**src/rtl/axi_rd_4k_split_pkg.sv**
```systemverilog
// ============================================================================
// Module : axi_rd_4k_split_pkg
// Brief  : Shared page constants, FSM encoding and page-room helper.
// Rev    : 1.0
// ============================================================================
`default_nettype none

package axi_rd_4k_split_pkg;

  localparam int PAGE_BYTES = 4096;
  localparam int PAGE_W     = 12;

  typedef enum logic [0:0] {
    IDLE  = 1'b0,
    ISSUE = 1'b1
  } state_t;

  // Beats of the given size that still fit between the offset and the page end.
  function automatic logic [12:0] page_beats(input logic [PAGE_W-1:0] off,
                                             input logic [2:0]        size);
    logic [12:0] room;
    room = 13'(PAGE_BYTES) - {1'b0, off};
    return room >> size;
  endfunction

endpackage

`default_nettype wire

```
**src/rtl/axi_split_pend_fifo.sv**
```systemverilog
// ============================================================================
// Module : axi_split_pend_fifo
// Brief  : 1-bit synchronous FIFO holding the last-flag of each issued sub-burst.
// Rev    : 1.0
// ============================================================================
`default_nettype none

module axi_split_pend_fifo #(
  parameter int DEPTH = 8
) (
  input  logic                     clk,
  input  logic                     rst_n,
  input  logic                     push,
  input  logic                     din,
  input  logic                     pop,
  output logic                     dout,
  output logic                     full,
  output logic                     empty,
  output logic [$clog2(DEPTH):0]   count
);

  localparam int AW = $clog2(DEPTH);

  logic [DEPTH-1:0] mem;
  logic [AW-1:0]    wr_ptr;
  logic [AW-1:0]    rd_ptr;
  logic [AW:0]      cnt;
  logic             do_pop;
  logic             do_push;

  assign empty   = (cnt == '0);
  assign full    = (cnt == (AW+1)'(DEPTH));
  assign count   = cnt;
  assign dout    = mem[rd_ptr];
  // Pop is resolved first so a push into a full FIFO succeeds alongside a pop.
  assign do_pop  = pop && !empty;
  assign do_push = push && (!full || do_pop);

  always_ff @(posedge clk) begin
    if (!rst_n) begin
      wr_ptr <= '0;
      rd_ptr <= '0;
      cnt    <= '0;
      mem    <= '0;
    end else begin
      if (do_push) begin
        mem[wr_ptr] <= din;
        wr_ptr      <= wr_ptr + AW'(1);
      end
      if (do_pop) begin
        rd_ptr <= rd_ptr + AW'(1);
      end
      cnt <= cnt + (AW+1)'(do_push) - (AW+1)'(do_pop);
    end
  end

endmodule

`default_nettype wire

```
**src/rtl/axi_rd_4k_split.sv**
```systemverilog
// ============================================================================
// Module : axi_rd_4k_split
// Brief  : Splits AXI4 AR bursts at 4 KiB pages and re-merges rlast on R.
//          Optional counters enabled by AXI_RD_SPLIT_STATS_EN.
// Rev    : 1.0
// ============================================================================
`default_nettype none

module axi_rd_4k_split
  import axi_rd_4k_split_pkg::*;
#(
  parameter int ADDR_W     = 64,
  parameter int DATA_W     = 512,
  parameter int LEN_W      = 8,
  parameter int PEND_DEPTH = 8
) (
  input  logic              aclk,
  input  logic              aresetn,
  input  logic              s_axi_arvalid,
  output logic              s_axi_arready,
  input  logic [ADDR_W-1:0] s_axi_araddr,
  input  logic [LEN_W-1:0]  s_axi_arlen,
  input  logic [2:0]        s_axi_arsize,
  output logic              s_axi_rvalid,
  input  logic              s_axi_rready,
  output logic [DATA_W-1:0] s_axi_rdata,
  output logic [1:0]        s_axi_rresp,
  output logic              s_axi_rlast,
  output logic              m_axi_arvalid,
  input  logic              m_axi_arready,
  output logic [ADDR_W-1:0] m_axi_araddr,
  output logic [LEN_W-1:0]  m_axi_arlen,
  output logic [2:0]        m_axi_arsize,
  input  logic              m_axi_rvalid,
  output logic              m_axi_rready,
  input  logic [DATA_W-1:0] m_axi_rdata,
  input  logic [1:0]        m_axi_rresp,
  input  logic              m_axi_rlast
`ifdef AXI_RD_SPLIT_STATS_EN
  ,
  output logic [31:0]       stat_req_cnt,
  output logic [31:0]       stat_split_cnt
`endif
);

  localparam int REM_W = LEN_W + 1;
  localparam int CW    = $clog2(PEND_DEPTH) + 1;

  state_t            state;
  logic [ADDR_W-1:0] addr;
  logic [REM_W-1:0]  rem;
  logic [2:0]        size;
  logic [LEN_W-1:0]  ar_len;
  logic              ar_valid;
  logic              s_ready;
  logic              last_flag;

  logic              s_hs;
  logic              m_hs;
  logic              r_pop;
  logic              fifo_head;
  logic              fifo_full;
  logic              fifo_empty;
  logic [CW-1:0]     fifo_count;
  logic [CW-1:0]     count_next;
  logic              full_next;

  logic [REM_W-1:0]  cur_cnt;
  logic [ADDR_W-1:0] ld_addr;
  logic [REM_W-1:0]  ld_rem;
  logic [2:0]        ld_size;
  logic [12:0]       ld_pb;
  logic [REM_W-1:0]  ld_cnt;

  assign s_hs  = s_axi_arvalid && s_ready;
  assign m_hs  = ar_valid && m_axi_arready;
  assign r_pop = m_axi_rvalid && s_axi_rready && m_axi_rlast && !fifo_empty;

  assign count_next = fifo_count + CW'(m_hs) - CW'(r_pop);
  assign full_next  = (count_next == CW'(PEND_DEPTH));

  // Next sub-burst: either the fresh request or what remains after the current one.
  always_comb begin
    cur_cnt = REM_W'(ar_len) + REM_W'(1);
    if (state == IDLE) begin
      ld_size = s_axi_arsize;
      ld_addr = s_axi_araddr & ~((ADDR_W'(1) << s_axi_arsize) - ADDR_W'(1));
      ld_rem  = REM_W'(s_axi_arlen) + REM_W'(1);
    end else begin
      ld_size = size;
      ld_addr = addr + (ADDR_W'(cur_cnt) << size);
      ld_rem  = rem - cur_cnt;
    end
    ld_pb  = page_beats(ld_addr[PAGE_W-1:0], ld_size);
    ld_cnt = (13'(ld_rem) < ld_pb) ? ld_rem : REM_W'(ld_pb);
  end

  always_ff @(posedge aclk) begin
    if (!aresetn) begin
      state     <= IDLE;
      s_ready   <= 1'b0;
      ar_valid  <= 1'b0;
      addr      <= '0;
      rem       <= '0;
      size      <= '0;
      ar_len    <= '0;
      last_flag <= 1'b0;
    end else begin
      case (state)
        IDLE: begin
          s_ready <= 1'b1;
          if (s_hs) begin
            state     <= ISSUE;
            s_ready   <= 1'b0;
            addr      <= ld_addr;
            rem       <= ld_rem;
            size      <= ld_size;
            ar_len    <= LEN_W'(ld_cnt - REM_W'(1));
            last_flag <= (ld_cnt == ld_rem);
          end
        end
        ISSUE: begin
          if (m_hs) begin
            if (last_flag) begin
              state    <= IDLE;
              s_ready  <= 1'b1;
              ar_valid <= 1'b0;
            end else begin
              addr      <= ld_addr;
              rem       <= ld_rem;
              ar_len    <= LEN_W'(ld_cnt - REM_W'(1));
              last_flag <= (ld_cnt == ld_rem);
              ar_valid  <= !full_next;
            end
          end else if (!ar_valid) begin
            ar_valid <= !full_next;
          end
        end
        default: state <= IDLE;
      endcase
    end
  end

  axi_split_pend_fifo #(
    .DEPTH (PEND_DEPTH)
  ) u_pend_fifo (
    .clk   (aclk),
    .rst_n (aresetn),
    .push  (m_hs),
    .din   (last_flag),
    .pop   (r_pop),
    .dout  (fifo_head),
    .full  (fifo_full),
    .empty (fifo_empty),
    .count (fifo_count)
  );

  assign s_axi_arready = s_ready;
  assign m_axi_arvalid = ar_valid;
  assign m_axi_araddr  = addr;
  assign m_axi_arlen   = ar_len;
  assign m_axi_arsize  = size;

  assign s_axi_rvalid  = m_axi_rvalid;
  assign m_axi_rready  = s_axi_rready;
  assign s_axi_rdata   = m_axi_rdata;
  assign s_axi_rresp   = m_axi_rresp;
  assign s_axi_rlast   = m_axi_rlast && fifo_head && !fifo_empty;

`ifdef AXI_RD_SPLIT_STATS_EN
  always_ff @(posedge aclk) begin
    if (!aresetn) begin
      stat_req_cnt   <= '0;
      stat_split_cnt <= '0;
    end else begin
      if (s_hs)              stat_req_cnt   <= stat_req_cnt + 32'd1;
      if (m_hs && !last_flag) stat_split_cnt <= stat_split_cnt + 32'd1;
    end
  end
`endif

`ifndef SYNTHESIS
  // R data with no sub-burst outstanding means the downstream broke protocol.
  always @(posedge aclk) begin
    if (aresetn && m_axi_rvalid) assert (!fifo_empty || fifo_full);
  end
`endif

endmodule

`default_nettype wire
```
**config.mk**
```make
export PLATFORM = sky130hd
export DESIGN_NAME = axi_rd_4k_split
export DESIGN_NICKNAME = d
export VERILOG_FILES = /design/src/rtl/axi_rd_4k_split_pkg.sv /design/src/rtl/axi_split_pend_fifo.sv /design/src/rtl/axi_rd_4k_split.sv
export SDC_FILE = /design/constraint.sdc
export NUM_CORES = 1
export LEC_CHECK = 0
export CAP_MARGIN = 10
export CORE_AREA = 2 2 465 467
export DETAILED_ROUTE_END_ITERATION = 7
export DIE_AREA = 0 0 467 469
export GPL_ROUTABILITY_DRIVEN = 1
export PLACE_DENSITY = 0.3
export SYNTH_ARGS = -nofsm -noshare
export SYNTH_HDL_FRONTEND = slang
export SYNTH_SLANG_ARGS = --single-unit
```
**constraint.sdc**
```tcl
create_clock -name aclk -period 8.7 [get_ports aclk]
set_clock_uncertainty 0.15 [all_clocks]
set_input_delay 1.305 -clock aclk [delete_from_list [all_inputs] [get_ports aclk]]
set_output_delay 1.305 -clock aclk [all_outputs]
set_load 0.02 [all_outputs]
```
==> impl_results.rst, run 1 <==
.. list-table::
   :header-rows: 1

   * - Metric
     - Value
   * - Final hold vios
     - 0
   * - Slowest-stage cell, CP
     - nor4_1
   * - Placed Area
     - 0.0144 mm2
   * - Number of gates resized after CTS
     - 0
   * - Sequential cell area fraction in the yosys report
     - around 16%
   * - Starting density of the core
     - between 6 and 7%
   * - Ranking of synthesized cells by area
     - buf_4 30%, dfxtp_1 16%, ha_1 4.3%
   * - Share of cells above drive strength 1
     - 8.80%
   * - Sum of negative setup slack
     - 0 ps
   * - Post-synth design cell area
     - around 0.013 mm2
   * - Post-layout power
     - between 0.002 and 0.0025 W
   * - Slew margin rel.
     - about 24%
   * - GRT Residual Overflow
     - 0
   * - Worst-path clk slew
     - approximately 100 ps
   * - Transition time of the tightest slew-check pin
     - approximately 1100 ps
   * - Mean instance size in the synthesized netlist
     - ~7.5 um2
   * - Per-cell via count in the routed design
     - around 2.6
   * - Share of the synthesized area in the top cell type
     - 29.9%
   * - Post-synthesis cell type with the largest combined area
     - buf_4
   * - Total number of vias
     - 11127
   * - Number of buffers inserted by port buffering
     - 161
   * - Initial detailed-routing violation count
     - 665
   * - Most used cell, CP
     - ha_1
   * - Antenna violation net count after detailed routing
     - 0
   * - IR drop worst, VDD
     - between 80 and 90 uV
   * - Wire length of the first global-routing pass
     - approximately 140 mm
   * - Flop and latch count out of synthesis
     - ~110
   * - Vias in the first global route
     - between 10000 and 15000
   * - Hold/Removal Path Class
     - flip-flop to flip-flop
   * - Final wirelength
     - between 100 and 150 mm
   * - Detailed-route wire length per cell
     - roughly 27 um
   * - Result of the run
     - completed
   * - Width of the chip
     - between 400 and 500 um
   * - Filler cell count
     - between 20000 and 30000
   * - Area share of and/or/nand/nor cells after synthesis
     - 17.7%
   * - Multi-input gate area
     - approximately 0.0066 mm2
   * - Count of endpoints failing setup in the final report
     - 0
   * - Yosys synthesis warning count
     - 0
   * - Dominant combinational cell family by area after synthesis
     - buffers and inverters
   * - Antenna violations before repair
     - 19
   * - Detailed Place HPWL
     - between 90 and 100 mm
   * - Post-Syn Nets
     - approximately 2400
   * - Die boundary height
     - 469 um
   * - TritonCTS clock tree
     - done
   * - Setup repair after global routing missed its margin
     - no
   * - Number of enable-type register cells in the synthesized netlist
     - 0
   * - Net total in the final layout
     - 2027
   * - Worst R2R Start
     - m_axi_arsize[0]
   * - Seq. cell area
     - 0.00213 mm2
   * - Post-CTS setup-driven buffer insertion count
     - 0
   * - Proportion of synthesized area in mux cells
     - 4.62%
   * - Buffers from clock root to sink, at most
     - 2
   * - GPL Wtd Cong
     - between 0.7 and 0.8
   * - Compound-Gate Fraction of Synth Area
     - 19.3%
   * - Post-synthesis share of cell area spent on full adders, half adders and majority gates
     - under 10%
   * - Maximum number of pins on one net before global-route repair
     - 45
   * - Final design instance area without fill
     - ~0.015 mm2
   * - Total Die Area
     - 0.219 mm2
   * - Ys flop type
     - dfxtp_1
   * - Global Route Usage Sum
     - about a tenth
   * - Hold buffer count at CTS
     - 0
   * - Remaining design rule violation count
     - 0
   * - Largest fanout on the critical path
     - 12
   * - Minimum clock period
     - between 7000 and 8000 ps
   * - Worst setup path class
     - flip-flop to flip-flop
   * - Total clock buffers created by CTS
     - 9
   * - Site Rows
     - 170
   * - Launching element of the worst setup path
     - m_axi_arsize[0]
   * - Crit-path max cell delay
     - roughly 820 ps
   * - Kind of end point of the critical path
     - flip-flop
   * - Area growth from synthesis to layout
     - 13.5%
   * - Signal arrival time at the worst endpoint
     - ~8200 ps
   * - Max-slew violation count
     - 0
   * - Startpoint of the worst hold path
     - rem[0]
   * - Worst endpoint required time
     - slightly below 9000 ps
   * - Boundary pin count
     - approximately 1200
   * - Number of iterations in the first detailed-routing pass
     - 5
   * - Power per Cell Area
     - 137 mW/mm2
   * - Worst skew pair latency
     - roughly 450 ps
   * - Fraction of registers with async set/reset
     - 0%
   * - Number of instances in the synthesized netlist
     - ~1700
   * - Category of the worst setup path launch point
     - flip-flop
   * - CORE AREA
     - ~0.21 mm2
   * - Count of H-tree levels built during CTS
     - 3
   * - Share of the synthesized netlist area taken by xor and xnor gates
     - 3.50%
   * - Reported leakage power
     - 4.44 nW
   * - Distinct cells, synth
     - 85
   * - FMAX
     - between 100 and 150 MHz
   * - Number of maximum-capacitance constraint violations
     - 0
   * - Clock sink count
     - ~110
   * - Fin crit share
     - between 90% and 100%
   * - Clk root buf
     - clkbuf_16
## final cells by class
| class | count | area share, % |
|---|---|---|
| Antenna cell | 4 | 0.0678 |
| Clock buffer | 9 | 1.53 |
| Clock inverter | 7 | 0.534 |
| Inverter | 47 | 1.20 |
| Multi-Input combinational cell | 1000 | 44.4 |
| Sequential cell | 106 | 14.4 |
| Tap cell | 2838 | 24.1 |
| Timing Repair Buffer | 218 | 13.8 |
## cell usage in the layout (no fill, tap or decap), drive strengths merged, types with 10 or more instances in the layout
| cell type | Yosys | final |
|---|---|---|
| xnor2 | 31 | 31 |
| mux2i | 43 | 43 |
| xor2 | 21 | 21 |
| nor2 | 132 | 132 |
| nor2b | 12 | 12 |
| or3 | 15 | 15 |
| inv | 45 | 51 |
| a21oi | 96 | 96 |
| nor3 | 31 | 31 |
| nand2 | 123 | 123 |
| clkdlybuf4s50 | 0 | 161 |
| o21ai | 64 | 64 |
| and2 | 12 | 12 |
| o22ai | 13 | 13 |
| nand3 | 55 | 55 |
| a211oi | 37 | 37 |
| buf | 536 | 57 |
| o21a | 12 | 12 |
| dfxtp | 106 | 106 |
| ha | 45 | 45 |
| nor4 | 10 | 10 |
| a21o | 18 | 18 |
| and3 | 31 | 31 |
| mux2 | 10 | 10 |
| a31oi | 21 | 21 |
| nand4 | 14 | 14 |
## synth_stat cells, types with 11 or more instances
master / number
xor2_1: 21
a21oi_1: 95
or3_1: 15
mux2i_1: 42
a31oi_1: 21
o22ai_1: 13
o21ai_0: 61
nand3_1: 55
buf_1: 12
o21a_1: 12
nor2b_1: 12
a21o_1: 18
a211oi_1: 36
nor2_1: 132
and3_1: 31
dfxtp_1: 106
inv_1: 44
clkbuf_1: 56
buf_4: 518
nand4_1: 14
nor3_1: 31
ha_1: 45
nand2_1: 123
and2_1: 11
xnor2_1: 31
## power by group
| part | switching (W) | internal [W] |
|---|---|---|
| sequential | 0.0000616 | 0.000526 |
| combinational | 0.000560 | 0.000373 |
| clock | 0.000290 | 0.000207 |
| total | 0.000912 | 0.00110 |
## worst max-delay path: cells and delay by family (launching register included)
| kind | cells | cell delay [ps] |
|---|---|---|
| buffers and inverters | 2 | 120 |
| xor gates and xnor gates | 2 | 310 |
| muxes | 3 | 970 |
| DFF | 1 | 530 |
| AOI/OAI and AO/OA | 9 | 2040 |
| adders and majority gates | 4 | 1290 |
| and+or+nand+nor | 7 | 2410 |
## metrics by stage
stage,hold WS (ps),instances,util [%],worst slack [ps]
floorplan,282,1745,-,926
global placement,293,4209,6.76,474
detailed placement,304,4209,6.76,433
CTS,320,4225,6.90,595
global route,333,4226,6.90,103
finish,314,4229,6.91,718
## logic make-up (layout without fill, tap and decap cells)
logic type	count (synthesis)	after routing
other	0	4
adders and majority gates	49	49
DFF	106	106
AOI/OAI and AO/OA	368	368
buffers and inverters	639	281
xor gates and xnor gates	52	52
and+or+nand+nor	476	476
muxes	55	55
## flip-flops by register name, indices dropped and copies added, names as in the netlist
register	cells
last_flag	1
m_axi_araddr	64
m_axi_arlen	8
m_axi_arsize	3
m_axi_arvalid	1
rem	9
s_axi_arready	1
state	1
u_pend_fifo.count	4
u_pend_fifo.mem	8
u_pend_fifo.rd_ptr	3
u_pend_fifo.wr_ptr	3
## routing by layer
layer	routed length (um)	track usage, %
met1	28100	7.03
met2	58300	18.1
met3	22500	8.79
met4	5430	4.87
met5	229	0.801
## worst paths after layout
check	endpoint	slack [ps]	cells after the start
setup / recovery	m_axi_arlen[4]	720	27
hold / removal	rem[0]	310	2
setup reg to reg	m_axi_arlen[4]	720	27
hold reg to reg	rem[0]	310	2
No activity file was read; power rests on OpenSTA's default activity.
==> run 2, diff against run 1 <==
--- a/config.mk
+++ b/config.mk
@@ -6,11 +6,12 @@
 export NUM_CORES = 1
 export LEC_CHECK = 0
 export CAP_MARGIN = 10
-export CORE_AREA = 2 2 465 467
+export CORE_AREA = 2 2 460 462
 export DETAILED_ROUTE_END_ITERATION = 7
-export DIE_AREA = 0 0 467 469
+export DIE_AREA = 0 0 462 464
 export GPL_ROUTABILITY_DRIVEN = 1
 export PLACE_DENSITY = 0.3
 export SYNTH_ARGS = -nofsm -noshare
 export SYNTH_HDL_FRONTEND = slang
+export SYNTH_HIERARCHICAL = 1
 export SYNTH_SLANG_ARGS = --single-unit
==> constraint.sdc (replaced) <==
create_clock -name aclk -period 9.9 [get_ports aclk]
set_clock_uncertainty 0.15 [all_clocks]
set_input_delay 1.485 -clock aclk [delete_from_list [all_inputs] [get_ports aclk]]
set_output_delay 1.485 -clock aclk [all_outputs]
set_load 0.02 [all_outputs]
==> run 2 against run 1 <==
Compared with the run above: synthesized area grew 0.88%; register-to-register slack better by 1100 ps; design area shrank 1.5%; combinational power fell by 24%; core utilization is essentially flat; critical endpoint is now m_axi_arlen[6]; highest routed layer unchanged.
==> impl_results.rst, run 2 <==
.. list-table::
   :header-rows: 1

   * - Metric
     - Value
   * - Worst skew pair latency
     - between 400 and 500 ps
   * - Category of the worst setup path launch point
     - flip-flop
   * - Antenna violation net count after detailed routing
     - 0
   * - Total number of vias
     - between 10000 and 15000
   * - Signal arrival time at the worst endpoint
     - about 8200 ps
   * - Multi-input gate area
     - 0.00665 mm2
   * - Final hold vios
     - 0
   * - Number of maximum-capacitance constraint violations
     - 0
   * - Hold buffer count at CTS
     - 0
   * - Seq. cell area
     - around 0.0021 mm2
   * - Clock sink count
     - ~110
   * - Width of the chip
     - roughly 460 um
   * - Maximum number of pins on one net before global-route repair
     - 63
   * - Final wirelength
     - about 100 mm
   * - R2R depth
     - 29
   * - Area growth from synthesis to layout
     - 10.8%
   * - Highest-count cells in the layout ignoring fill and taps
     - 160 x clkdlybuf4s50_1, 123 x nand2_1, 105 x dfxtp_1, 103 x nor2_1, 83 x a21oi_1
   * - Global Route Usage Sum
     - a little under a tenth
   * - Post-synth design cell area
     - around 0.013 mm2
   * - Most used cell, CP
     - ha_1
   * - Fin crit share
     - between 80% and 90%
   * - Most repeated cell in the gate-level netlist after synthesis
     - buf_4
   * - Post-synth top cells
     - 517 x buf_4, 124 x nand2_1, 106 x dfxtp_1, 103 x nor2_1, 84 x a21oi_1
   * - Count of H-tree levels built during CTS
     - 3
   * - Endpoint with the worst hold slack
     - rem[0]
   * - Starting density of the core
     - 6.27%
   * - Setup repair after global routing missed its margin
     - no
   * - Slowest-stage cell, CP
     - nor4b_2
   * - Startpoint of the worst hold path
     - rem[0]
   * - Layer carrying the most global-route usage
     - met2
   * - R2R Path End
     - m_axi_arlen[6]
   * - Flop and latch count out of synthesis
     - ~110
   * - Distinct cells, synth
     - just under 90
   * - Antenna violations before repair
     - 19
   * - Number of instances in the synthesized netlist
     - 1764
   * - Minimum clock period
     - ~8000 ps
   * - Slew margin rel.
     - ~32%
   * - Per-cell via count in the routed design
     - about 2.7
   * - Power per Cell Area
     - approximately 110 mW/mm2
   * - Share of cells above drive strength 1
     - around 6.3%
   * - Ranking of synthesized cells by area
     - buf_4 30%, dfxtp_1 16%, ha_1 4.6%
   * - Total Die Area
     - about 0.21 mm2
   * - GRT Residual Overflow
     - 0
   * - Worst-path clk slew
     - 90 ps
   * - Post-synthesis cell type with the largest combined area
     - buf_4
   * - Total clock buffers created by CTS
     - 9
   * - Mean instance size in the synthesized netlist
     - 7.44 um2
   * - IR drop worst, VDD
     - just over 90 uV
   * - Fraction of registers with async set/reset
     - 0%
   * - Met2 usage
     - roughly 15%
   * - Count of endpoints failing setup in the final report
     - 0
   * - Ys flop type
     - dfxtp_1
   * - Die boundary height
     - between 400 and 500 um
   * - Number of buffers inserted by port buffering
     - 161
   * - Flop2flop setup slack
     - roughly 1900 ps
   * - Site Rows
     - about 170
   * - Boundary pin count
     - about 1200
   * - TritonCTS clock tree
     - done
   * - Buffers from clock root to sink, at most
     - 2
   * - FMAX
     - ~120 MHz
   * - Post-CTS setup-driven buffer insertion count
     - 0
   * - Share of the synthesized area in the top cell type
     - between 20 and 30%
   * - Net total in the final layout
     - 2011
   * - Sum of negative setup slack
     - 0 ps
   * - Worst endpoint required time
     - about 10000 ps
   * - Worst R2R Start
     - m_axi_arlen[1]
   * - Hold/Removal Path Class
     - flip-flop to flip-flop
   * - Detailed-route wire length per cell
     - about 24 um
   * - Min Hold Slack
     - approximately 310 ps
   * - Most common cell after layout, fill and taps aside
     - clkdlybuf4s50_1
   * - Filler cell count
     - between 20000 and 25000
   * - CORE AREA
     - approximately 0.21 mm2
   * - Initial detailed-routing violation count
     - 641
   * - Number of gates resized after CTS
     - 0
   * - Remaining design rule violation count
     - 0
   * - Detailed Place HPWL
     - 88.1 mm
   * - Wire length of the first global-routing pass
     - 128 mm
   * - Number of iterations in the first detailed-routing pass
     - 7
   * - Yosys synthesis warning count
     - 6
   * - Vias in the first global route
     - around 12000
   * - Worst setup path class
     - flip-flop to flip-flop
   * - GPL Wtd Cong
     - between 0.7 and 0.8
   * - Count of cells along the worst hold path
     - 2
   * - Max-slew violation count
     - 0
   * - Kind of end point of the critical path
     - flip-flop
   * - Transition time of the tightest slew-check pin
     - 1010 ps
   * - Met3 track utilization from global routing
     - approximately 8.0%
   * - Sequential cell area fraction in the yosys report
     - between 15 and 20%
   * - Result of the run
     - completed
   * - Number of flip-flops under the largest register name
     - 64
   * - Reported leakage power
     - between 4 and 5 nW
   * - Number of enable-type register cells in the synthesized netlist
     - 0
   * - Largest fanout on the critical path
     - 7
   * - Clk root buf
     - clkbuf_16
   * - M1 GR Usage
     - between 6 and 7%
   * - Post-Syn Nets
     - ~2400
   * - Crit-path max cell delay
     - around 630 ps
[run 2: critical path: cells and delay by family (launching register included)]
family                     cells  cell delay (ps)
AOI/OAI and AO/OA             12             2810
xor gates and xnor gates       1              560
and+or+nand+nor                7             1730
buffers and inverters          1               60
DFF                            1              360
muxes                          4             1080
adders and majority gates      4             1120
[run 2: cells by family after synthesis]
logic type,after synthesis,synth area share (%)
adder cells (fa/ha/maj),52,5.19
XOR/XNOR,40,2.67
multiplexers,40,3.34
AND/OR/NAND/NOR,484,18.4
AO/OA/AOI/OAI,398,21.0
buffers and inverters,644,33.3
flip-flops,106,16.2
[run 2: how the worst max path moves through the flow]
stage | from | endpoint | slack, ps | depth (start not counted)
finish | m_axi_arlen[1] | m_axi_arlen[6] | 1870 | 29
global route | m_axi_arlen[1] | m_axi_arlen[6] | 1140 | 31
CTS | m_axi_arlen[1] | m_axi_arlen[6] | 1850 | 30
detailed placement | s_axi_arsize[1] | m_axi_arlen[6] | 1530 | 27
global placement | s_axi_arsize[1] | m_axi_arlen[6] | 1510 | 27
floorplan | s_axi_arsize[0] | m_axi_arlen[6] | 2950 | 25
[run 2: final cells by class]
cell class	instances	area share, %
multi-input combinational	1014	45.8
clock inverter	6	0.336
timing repair buffer	183	12.2
sequential	106	14.6
tap	2805	24.1
inverter	49	1.27
clock buffer	10	1.64
antenna	2	0.0344
[run 2: power by group]
group          internal [W]  leakage [nW]  switching [W]
clock network      0.000182         0.144       0.000232
logic              0.000270          3.16       0.000439
registers          0.000456         0.865      0.0000517
total              0.000909          4.17       0.000723
[run 2: metal layers]
| layer | part of all wire (%) | up-vias |
|---|---|---|
| li1 | - | 4911 |
| met1 | 25 | 5081 |
| met2 | 46 | 806 |
| met3 | 20 | 406 |
| met4 | 8.3 | 4 |
| met5 | 0.27 | - |
[run 2: per-stage QoR]
step	power (W)	instances	utilization [%]	setup WS [ps]	instance area, um2
2_1_floorplan	0.00124	1764	-	2950	13100
3_3_place_gp	0.00126	4157	6.81	1510	14200
3_5_place_dp	0.00125	4157	6.81	1530	14200
4_1_cts	0.00168	4173	6.95	1850	14500
5_1_grt	0.00176	4174	6.95	1140	14500
6_report	0.00163	4175	6.95	1870	14500
==> run 3, diff against run 2 <==
--- a/config.mk
+++ b/config.mk
@@ -6,9 +6,9 @@
 export NUM_CORES = 1
 export LEC_CHECK = 0
 export CAP_MARGIN = 10
-export CORE_AREA = 2 2 460 462
+export CORE_AREA = 2 2 467 469
 export DETAILED_ROUTE_END_ITERATION = 7
-export DIE_AREA = 0 0 462 464
+export DIE_AREA = 0 0 469 471
 export GPL_ROUTABILITY_DRIVEN = 1
 export PLACE_DENSITY = 0.3
 export SYNTH_ARGS = -nofsm -noshare
==> constraint.sdc (replaced) <==
create_clock -name aclk -period 8.4 [get_ports aclk]
set_clock_uncertainty 0.15 [all_clocks]
set_input_delay 1.26 -clock aclk [delete_from_list [all_inputs] [get_ports aclk]]
set_output_delay 1.26 -clock aclk [all_outputs]
set_load 0.02 [all_outputs]
==> run 3 against run 2 <==
Compared with the run above: non-clock buffer count rose by 18; highest routed layer unchanged; core utilization decreased by 0.12 points; worst hold slack improved by 1.8 ps; largest power group unchanged; combinational power increased by 23%; cell count increased by 1.7%; die area is 3.0% higher; routed wire length decreased by 0.23%; via count grew 0.44%; critical endpoint unchanged; critical path type unchanged; sequential cell count is the same.
==> impl_results.rst, run 3 (synthesis results as in run 2) <==
.. list-table::
   :header-rows: 1

   * - Metric
     - Value
   * - Power per Cell Area
     - around 130 mW/mm2
   * - Maximum number of pins on one net before global-route repair
     - 50
   * - CORE AREA
     - approximately 0.22 mm2
   * - Core Util, Final
     - under 10%
   * - Count of endpoints failing setup in the final report
     - 0
   * - Count of H-tree levels built during CTS
     - 3
   * - Post-CTS setup-driven buffer insertion count
     - 0
   * - Number of flip-flops under the largest register name
     - 64
   * - Met3 Routed Length
     - between 15 and 20 mm
   * - Width of the chip
     - between 400 and 500 um
   * - R2R depth
     - 32
   * - Worst-path clk slew
     - about 90 ps
   * - Total number of vias
     - around 11000
   * - Slew margin rel.
     - about 37%
   * - IR drop worst, VDD
     - around 130 uV
   * - Worst setup path class
     - flip-flop to flip-flop
   * - TritonCTS clock tree
     - done
   * - Transition time of the tightest slew-check pin
     - just over 900 ps
   * - Initial detailed-routing violation count
     - between 600 and 700
   * - Wire length of the first global-routing pass
     - 127 mm
   * - Signal arrival time at the worst endpoint
     - between 7000 and 8000 ps
   * - Slowest-stage cell, CP
     - dfxtp_1
   * - Per-cell via count in the routed design
     - ~2.7
   * - Final wirelength
     - 102 mm
   * - Hold/Removal Path Class
     - flip-flop to flip-flop
   * - Antenna violations before repair
     - 13
   * - Worst skew pair latency
     - about 470 ps
   * - Total clock buffers created by CTS
     - 9
   * - Number of buffers inserted by port buffering
     - between 150 and 200
   * - Kind of end point of the critical path
     - flip-flop
   * - Placed Area
     - approximately 0.014 mm2
   * - Number of maximum-capacitance constraint violations
     - 0
   * - Result of the run
     - completed
   * - Detailed Place HPWL
     - 86.5 mm
   * - Most common cell after layout, fill and taps aside
     - clkdlybuf4s50_1
   * - Worst endpoint required time
     - approximately 8600 ps
   * - Buffers from clock root to sink, at most
     - 2
   * - Net total in the final layout
     - 2029
   * - Hold buffer count at CTS
     - 0
   * - Die boundary height
     - between 400 and 500 um
   * - Final hold vios
     - 0
   * - Antenna violation net count after detailed routing
     - 0
   * - Wire length on met2
     - 47.7 mm
   * - FMAX
     - roughly 130 MHz
   * - Count of cells along the worst hold path
     - 2
   * - Total Die Area
     - about 0.22 mm2
   * - Routed metal-1 wirelength
     - between 20 and 30 mm
   * - Fin crit share
     - about nine tenths
   * - Remaining design rule violation count
     - 0
   * - Reported leakage power
     - around 4.3 nW
   * - Crit-path max cell delay
     - ~460 ps
   * - Highest-count cells in the layout ignoring fill and taps
     - 160 x clkdlybuf4s50_1, 123 x nand2_1, 105 x dfxtp_1, 102 x nor2_1, 83 x a21oi_1
   * - Vias in the first global route
     - approximately 11000
   * - Starting density of the core
     - under 10%
   * - Minimum clock period
     - around 7500 ps
   * - Area growth from synthesis to layout
     - 12.4%
   * - Global Route Usage Sum
     - under 10%
   * - Number of iterations in the first detailed-routing pass
     - 5
   * - Category of the worst setup path launch point
     - flip-flop
   * - Final design instance area without fill
     - 0.0148 mm2
   * - Uppermost signal routing layer after detailed routing
     - met5
   * - Boundary pin count
     - about 1200
   * - Max-slew violation count
     - 0
   * - Site Rows
     - 171
   * - Number of gates resized after CTS
     - 0
   * - Largest fanout on the critical path
     - 7
   * - GRT Residual Overflow
     - 0
   * - Share of cells above drive strength 1
     - between 7 and 8%
   * - GPL Wtd Cong
     - about 0.77
   * - Setup repair after global routing missed its margin
     - no
   * - Min Hold Slack
     - 310 ps
   * - Sum of negative setup slack
     - 0 ps
   * - Clk root buf
     - clkbuf_16
   * - Detailed-route wire length per cell
     - ~24 um
   * - Clock sink count
     - roughly 110
-- run 3: layout make-up --
type / instances / area, um2
well taps: 2854 / 3570
diodes: 5 / 12.5
repair buffers: 201 / 1910
clock buffers: 10 / 239
flip-flops and latches: 106 / 2130
multi-input cells: 1014 / 6660
clock inverters: 6 / 55.1
inverters: 49 / 185
fillers: 25483 / 201000
-- run 3: critical path: cells and delay by family, from the launching register on --
family | cells | cell delay (ps)
adder cells (fa/ha/maj) | 3 | 920
buffers and inverters | 1 | 70
multiplexers | 3 | 680
flip-flops | 1 | 460
AND/OR/NAND/NOR | 14 | 2910
AO/OA/AOI/OAI | 10 | 1840
XOR/XNOR | 1 | 300
-- run 3: final timing paths --
kind | slack [ps] | to | from
setup reg to reg | 910 | m_axi_arlen[6] | m_axi_arlen[2]
setup / recovery | 910 | m_axi_arlen[6] | m_axi_arlen[2]
hold reg to reg | 310 | rem[0] | rem[0]
hold / removal | 310 | rem[0] | rem[0]
-- run 3: power breakdown --
part           switching (W)  total, W  internal, W
logic               0.000538  0.000872     0.000334
registers          0.0000578  0.000596     0.000538
clock network       0.000299  0.000517     0.000217
total               0.000895   0.00198      0.00109
-- run 3: routing by layer --
layer	track usage, %	up-vias
met1	6.53	5160
met4	7.01	2
met3	7.40	397
li1	-	4946
met2	14.8	752
met5	0	-
-- run 3: per-stage QoR --
stage | instances | worst slack, ps | total power [W]
floorplan | 1764 | 1670 | 0.00146
global placement | 4224 | 709 | 0.00151
detailed placement | 4224 | 722 | 0.00150
CTS | 4240 | 906 | 0.00206
global route | 4241 | 249 | 0.00214
finish | 4245 | 909 | 0.00198
